$ cat config.mk
export PLATFORM = sky130hd
export DESIGN_NAME = regfile_sb_flat
export DESIGN_NICKNAME = d
export VERILOG_FILES = /design/src/rtl/regfile_sb_if.sv /design/src/rtl/regfile_sb.sv /design/src/flat_wrapper.sv
export SDC_FILE = /design/constraint.sdc
export NUM_CORES = 2
export LEC_CHECK = 0
export ABC_AREA = 1
export CAP_MARGIN = 20
export CORE_ASPECT_RATIO = 1.25
export CORE_MARGIN = 5
export CORE_UTILIZATION = 55
export CTS_CLUSTER_DIAMETER = 30
export DETAILED_ROUTE_END_ITERATION = 6
export HOLD_SLACK_MARGIN = 0.1
export PLACE_DENSITY = 0.7
export SLEW_MARGIN = 20
export SYNTH_ARGS = -nofsm -noshare
export SYNTH_HDL_FRONTEND = slang
export SYNTH_SLANG_ARGS = --single-unit
$ cat constraint.sdc
create_clock -name clk -period 12 [get_ports clk]
set_input_delay 2.4 -clock clk [delete_from_list [all_inputs] [get_ports clk]]
set_output_delay 2.4 -clock clk [all_outputs]
set_load 0.03 [all_outputs]
$ cat src/rtl/regfile_sb_if.sv
// regfile_sb_if: bus bundle for the scoreboarded register file.
//   master : the pipeline side (decode/writeback). It drives the read addresses,
//            the writeback port and the issue port, and it samples the read data,
//            the hazard flags, pend_cnt and err_spurious.
//   slave  : the register file itself.
`timescale 1ns/1ps
interface regfile_sb_if #(
    parameter int DATA_W = 32,
    parameter int ADDR_W = 5
) ();
    logic [ADDR_W-1:0] rd_addr1;
    logic [ADDR_W-1:0] rd_addr2;
    logic [DATA_W-1:0] rd_data1;
    logic [DATA_W-1:0] rd_data2;
    logic              wr_en;
    logic [ADDR_W-1:0] wr_addr;
    logic [DATA_W-1:0] wr_data;
    logic              iss_en;
    logic [ADDR_W-1:0] iss_addr;
    logic              busy1;
    logic              busy2;
    logic              stall;
    logic [ADDR_W:0]   pend_cnt;
    logic              err_spurious;

    modport master (
        output rd_addr1, rd_addr2, wr_en, wr_addr, wr_data, iss_en, iss_addr,
        input  rd_data1, rd_data2, busy1, busy2, stall, pend_cnt, err_spurious
    );

    modport slave (
        input  rd_addr1, rd_addr2, wr_en, wr_addr, wr_data, iss_en, iss_addr,
        output rd_data1, rd_data2, busy1, busy2, stall, pend_cnt, err_spurious
    );
endinterface

$ cat src/rtl/regfile_sb.sv
// regfile_sb: a register file with 2**ADDR_W entries and a pending-write scoreboard.
//   clk, reset : rising-edge clock; synchronous, active-high reset.
//   bus.rd_*   : two combinational read ports. Each one can optionally take the
//                same-cycle write data through a bypass.
//   bus.wr_*   : one synchronous writeback port. A writeback also retires the
//                pending bit of its register.
//   bus.iss_*  : issue port. It marks the destination register as pending.
//   bus.busy1, bus.busy2, bus.stall : hazard flags for the decode stage.
//   bus.pend_cnt     : registered count of pending registers.
//   bus.err_spurious : sticky flag, set by a writeback to a register that was not pending.
`timescale 1ns/1ps
module regfile_sb #(
    parameter int DATA_W   = 32,
    parameter int ADDR_W   = 5,
    parameter int ZERO_REG = 1,
    parameter int BYPASS   = 1
) (
    input  logic        clk,
    input  logic        reset,
    regfile_sb_if.slave bus
);
    localparam int DEPTH = 2 ** ADDR_W;
    localparam bit ZR    = (ZERO_REG != 0);
    localparam bit BP    = (BYPASS != 0);

    logic [DATA_W-1:0] regs_r [DEPTH];
    logic [DEPTH-1:0]  pending_r;
    logic [ADDR_W:0]   pend_cnt_r;
    logic              err_r;

    logic              wr_ok_s;
    logic              iss_ok_s;
    logic              same_addr_s;
    logic              cnt_inc_s;
    logic              cnt_dec_s;
    logic              spurious_s;
    logic [DEPTH-1:0]  one_hot_s;
    logic [DEPTH-1:0]  set_mask_s;
    logic [DEPTH-1:0]  clr_mask_s;
    logic [DATA_W-1:0] rd_data1_s;
    logic [DATA_W-1:0] rd_data2_s;
    logic              byp1_s;
    logic              byp2_s;

    // When the zero register is enabled, traffic to address 0 is filtered out
    // before it can reach the data array or the scoreboard.
    assign wr_ok_s     = bus.wr_en  & ~(ZR & (bus.wr_addr  == {ADDR_W{1'b0}}));
    assign iss_ok_s    = bus.iss_en & ~(ZR & (bus.iss_addr == {ADDR_W{1'b0}}));
    assign same_addr_s = iss_ok_s & wr_ok_s & (bus.iss_addr == bus.wr_addr);

    assign one_hot_s  = {{(DEPTH-1){1'b0}}, 1'b1};
    assign set_mask_s = iss_ok_s ? (one_hot_s << bus.iss_addr) : {DEPTH{1'b0}};
    assign clr_mask_s = wr_ok_s  ? (one_hot_s << bus.wr_addr)  : {DEPTH{1'b0}};

    // The count is adjusted by deltas. When issue and writeback hit the same
    // pending register in one cycle, the set wins, so that case must not decrement.
    assign cnt_inc_s  = iss_ok_s & ~pending_r[bus.iss_addr];
    assign cnt_dec_s  = wr_ok_s & pending_r[bus.wr_addr] & ~same_addr_s;
    assign spurious_s = wr_ok_s & ~pending_r[bus.wr_addr] & ~same_addr_s;

    // Data array: reset clears every entry, otherwise take the writeback.
    always_ff @(posedge clk) begin
        if (reset) begin
            for (int i = 0; i < DEPTH; i++) begin
                regs_r[i] <= {DATA_W{1'b0}};
            end
        end else if (wr_ok_s) begin
            regs_r[bus.wr_addr] <= bus.wr_data;
        end
    end

    // Scoreboard state. The set mask is applied after the clear, which makes the set win.
    always_ff @(posedge clk) begin
        if (reset) begin
            pending_r  <= {DEPTH{1'b0}};
            pend_cnt_r <= {(ADDR_W+1){1'b0}};
            err_r      <= 1'b0;
        end else begin
            pending_r  <= (pending_r & ~clr_mask_s) | set_mask_s;
            pend_cnt_r <= pend_cnt_r + {{ADDR_W{1'b0}}, cnt_inc_s}
                                     - {{ADDR_W{1'b0}}, cnt_dec_s};
            err_r      <= err_r | spurious_s;
        end
    end

    assign byp1_s = BP & bus.wr_en & (bus.wr_addr == bus.rd_addr1);
    assign byp2_s = BP & bus.wr_en & (bus.wr_addr == bus.rd_addr2);

    // Read port 1: the zero register takes priority, then the bypass, then the array.
    always_comb begin
        rd_data1_s = regs_r[bus.rd_addr1];
        if (ZR && (bus.rd_addr1 == {ADDR_W{1'b0}})) begin
            rd_data1_s = {DATA_W{1'b0}};
        end else if (byp1_s) begin
            rd_data1_s = bus.wr_data;
        end else begin
            rd_data1_s = regs_r[bus.rd_addr1];
        end
    end

    // Read port 2: same priority order as port 1.
    always_comb begin
        rd_data2_s = regs_r[bus.rd_addr2];
        if (ZR && (bus.rd_addr2 == {ADDR_W{1'b0}})) begin
            rd_data2_s = {DATA_W{1'b0}};
        end else if (byp2_s) begin
            rd_data2_s = bus.wr_data;
        end else begin
            rd_data2_s = regs_r[bus.rd_addr2];
        end
    end

    assign bus.rd_data1     = rd_data1_s;
    assign bus.rd_data2     = rd_data2_s;
    // A producer that is completing this cycle is consumed through the bypass,
    // so it does not stall. pending_r[0] is never set when ZERO_REG is enabled.
    assign bus.busy1        = pending_r[bus.rd_addr1] & ~byp1_s;
    assign bus.busy2        = pending_r[bus.rd_addr2] & ~byp2_s;
    assign bus.stall        = bus.busy1 | bus.busy2;
    assign bus.pend_cnt     = pend_cnt_r;
    assign bus.err_spurious = err_r;
endmodule

$ cat src/flat_wrapper.sv
// flat-port wrapper written by rule: the top's interface ports become plain ports
module regfile_sb_flat 
#(
    parameter int DATA_W   = 32,
    parameter int ADDR_W   = 5,
    parameter int ZERO_REG = 1,
    parameter int BYPASS   = 1
)
  (clk, reset, bus_rd_addr1, bus_rd_addr2, bus_wr_en, bus_wr_addr, bus_wr_data, bus_iss_en, bus_iss_addr, bus_rd_data1, bus_rd_data2, bus_busy1, bus_busy2, bus_stall, bus_pend_cnt, bus_err_spurious);
  regfile_sb_if #(.DATA_W(DATA_W), .ADDR_W(ADDR_W)) bus_i ();
  input  logic clk;
  input  logic reset;
  input wire logic [$bits(bus_i.rd_addr1)-1:0] bus_rd_addr1;
  input wire logic [$bits(bus_i.rd_addr2)-1:0] bus_rd_addr2;
  input wire logic [$bits(bus_i.wr_en)-1:0] bus_wr_en;
  input wire logic [$bits(bus_i.wr_addr)-1:0] bus_wr_addr;
  input wire logic [$bits(bus_i.wr_data)-1:0] bus_wr_data;
  input wire logic [$bits(bus_i.iss_en)-1:0] bus_iss_en;
  input wire logic [$bits(bus_i.iss_addr)-1:0] bus_iss_addr;
  output wire logic [$bits(bus_i.rd_data1)-1:0] bus_rd_data1;
  output wire logic [$bits(bus_i.rd_data2)-1:0] bus_rd_data2;
  output wire logic [$bits(bus_i.busy1)-1:0] bus_busy1;
  output wire logic [$bits(bus_i.busy2)-1:0] bus_busy2;
  output wire logic [$bits(bus_i.stall)-1:0] bus_stall;
  output wire logic [$bits(bus_i.pend_cnt)-1:0] bus_pend_cnt;
  output wire logic [$bits(bus_i.err_spurious)-1:0] bus_err_spurious;
  assign bus_i.rd_addr1 = bus_rd_addr1;
  assign bus_i.rd_addr2 = bus_rd_addr2;
  assign bus_i.wr_en = bus_wr_en;
  assign bus_i.wr_addr = bus_wr_addr;
  assign bus_i.wr_data = bus_wr_data;
  assign bus_i.iss_en = bus_iss_en;
  assign bus_i.iss_addr = bus_iss_addr;
  assign bus_rd_data1 = bus_i.rd_data1;
  assign bus_rd_data2 = bus_i.rd_data2;
  assign bus_busy1 = bus_i.busy1;
  assign bus_busy2 = bus_i.busy2;
  assign bus_stall = bus_i.stall;
  assign bus_pend_cnt = bus_i.pend_cnt;
  assign bus_err_spurious = bus_i.err_spurious;
  regfile_sb #(.DATA_W(DATA_W), .ADDR_W(ADDR_W), .ZERO_REG(ZERO_REG), .BYPASS(BYPASS)) u_core (.clk(clk), .reset(reset), .bus(bus_i));
endmodule
==> run metrics <==
CP arrival=6510 ps; Synth top area share=50.57%; total core area=109900 sq um; Worst-path clk slew=50 ps; r2r endpoint=u_core.bus.pend_cnt[4]; synth cell count leaders=nand2_1, nor2_1, edfxtp_1, nand3_1, inv_1; fin cells=8691; fillers=9197; post-synth cell types=38; Synth Warn #=0; CTS Buffer Depth=3; PortBufs=129; Clock Skews=13.51 ps; Initial DRC Count=9891; clock network latency to the later pin of the worst-skew pair=800 ps; num rows=136; die area=117300 sq um; Synth Instances=7246; gr ovfl total=0; final WL=236200 microns; first-pass GRT wire length=337900 microns; Final nets=7119; Worst Hold Endpoint=u_core.bus.err_spurious; CP Max Fanout=75; final setup fails=0; number of synthesized flops with an enable pin=1024; vias in the first global route=53750; RSZ-0062 raised after global routing=no; maximum capacitance violations=0; Hold WC Path Type=flip-flop to flip-flop; Final min period=8910 ps; share of layout cells above drive strength 1=9.130%; GR Util All Layers=38.71%; Area growth syn-to-layout=13.13%; critical path launch point type=input pin; Slew headroom=20.56%; post-CTS setup buffers=0; dpl cells=8286; crit path kind=input pin to output port; pin count of the biggest net entering global routing=218; H-tree depth=4; routed vias=57030; Slew Limit Fails=0; CTS tree=done; DRC Markers=0; Syn Std Cell Area=60800 sq um; Synth area leader=edfxtp_1; router iterations before antenna repair=7; WL per Instance=27.18 microns; root buf cell=clkbuf_16; Fmax achieved=112.2 MHz; # hold bufs at CTS=0; CP endpoint kind=output port; R2R setup slack=9320 ps; period utilization=74.25%; PwrDens=168.0 nW/um^2; VDD IR max=0.1565 mV; Synth async-reset ratio=0%; Synth Register Bits=1063; Syn Area/Cell=8.391 sq um; Top FF cell, synth=edfxtp_1; hpwl dp=123500 microns; clk sinks=1063; Pleak=27.22 nW; top-level I/O count=130; GP Congestion=0.9391; total clock buffers created by CTS=210; post-CTS sizing=0; Die Span Y=381.7 microns; die width=307.4 microns; DRT antenna net count=0; DR vias/cell=6.562; Fin. Hold Viols=0; largest cells by area after synthesis=edfxtp_1, nand3_1, o211ai_1; FF-to-FF path depth=16; Starting Density=55.31%; actual slew at the worst max-slew pin=1189 ps; initial antenna violation count=4; reg-to-reg critical path startpoint=u_core.pending_r[1]; HP Start=u_core.bus.err_spurious; status=complete, no violations; Hold Path Cell Cnt=2; Fin Setup TNS=0 ps; sequential area share after synthesis=51.86%; CP Data Required Time=9600 ps; most frequent cell after synthesis=nand2_1
## routing by layer
metal	part of all wire (%)	track usage, %
met1	33	48.73
met2	43	58.15
met3	15	10.31
met5	0	0
met4	8.2	27.17
## report_power, final
group	total (W)	switching [W]	internal (W)	leakage, nW
Clock	0.00575	0.00205	0.00369	3.37
Sequential	0.00437	0.0000857	0.00428	10.1
Combinational	0.00145	0.00105	0.000394	13.8
## through the flow
stage                     worst slack [ps]  total power [W]  utilization, %  hold WS (ps)  area [sq um]
after global routing                  3060          0.01184           62.57         482.1         68780
after detailed placement              3316         0.005812           56.11         447.2         61680
final                                 3090          0.01156           62.57         457.5         68780
after floorplan                       5762         0.005323               -         452.6         60920
after CTS                             3328          0.01149           62.44         460.1         68640
after global placement                3300         0.005778           56.04         444.1         61610
## worst max-delay path by stage
| stage | start | to |
|---|---|---|
| CTS | bus_rd_addr2[1] | bus_rd_data2[9] |
| floorplan | bus_rd_addr2[0] | bus_rd_data2[3] |
| finish | bus_rd_addr1[1] | bus_rd_data1[12] |
| global placement | bus_rd_addr2[1] | bus_rd_data2[19] |
| global route | bus_rd_addr1[1] | bus_rd_data1[12] |
| detailed placement | bus_rd_addr2[1] | bus_rd_data2[12] |
## critical path, cell delays in order
cell and delay [ps]:
buf_8 360, buf_4 910, buf_4 860, o211ai_1 190, nand3_1 130, nand3_1 90
a21oi_1 540, nor2_1 120, nor2_1 110, clkdlybuf4s50_1 670
## flip-flops by register name, indices dropped and copies added (netlist names)
register	flops
u_core.regs_r	1024
u_core.bus.err_spurious	1
u_core.pending_r	32
u_core.bus.pend_cnt	6
## cells by family after synthesis
logic type	share of synthesized area, %
buffers and inverters	9.951
XOR/XNOR	0.1008
other	0.006167
AND/OR/NAND/NOR	23.67
adder cells (fa/ha/maj)	0.1564
AO/OA/AOI/OAI	14.25
flip-flops	51.86
## area by class of cell
cell class | count | area (sq um) | area share (%)
inverters | 667 | 2524 | 3.669
flip-flops and latches | 1063 | 31530 | 45.84
well taps | 1449 | 1813 | 2.636
diodes | 2 | 5.005 | 0.007276
repair buffers | 245 | 2380 | 3.460
clock inverters | 161 | 1590 | 2.312
multi-input cells | 4869 | 23570 | 34.27
clock buffers | 235 | 5370 | 7.807
## cells in the final DEF (no fill, tap or decap), drive strengths merged, types with 2 or more instances in the layout
cell	count
o21a	11
a22oi	3
dfxtp	39
o21ai	420
xnor2	2
inv	679
clkinvlp	22
edfxtp	1024
diode	2
buf	127
xor2	5
clkbuf	235
conb	32
nand2	1187
ha	6
bufinv	22
clkdlybuf4s50	118
o22ai	20
nor3	17
nand4	8
or2	76
o211ai	629
nor2	1164
clkinv	105
a21oi	320
nand3	966
No activity file was read; power rests on OpenSTA's default activity.
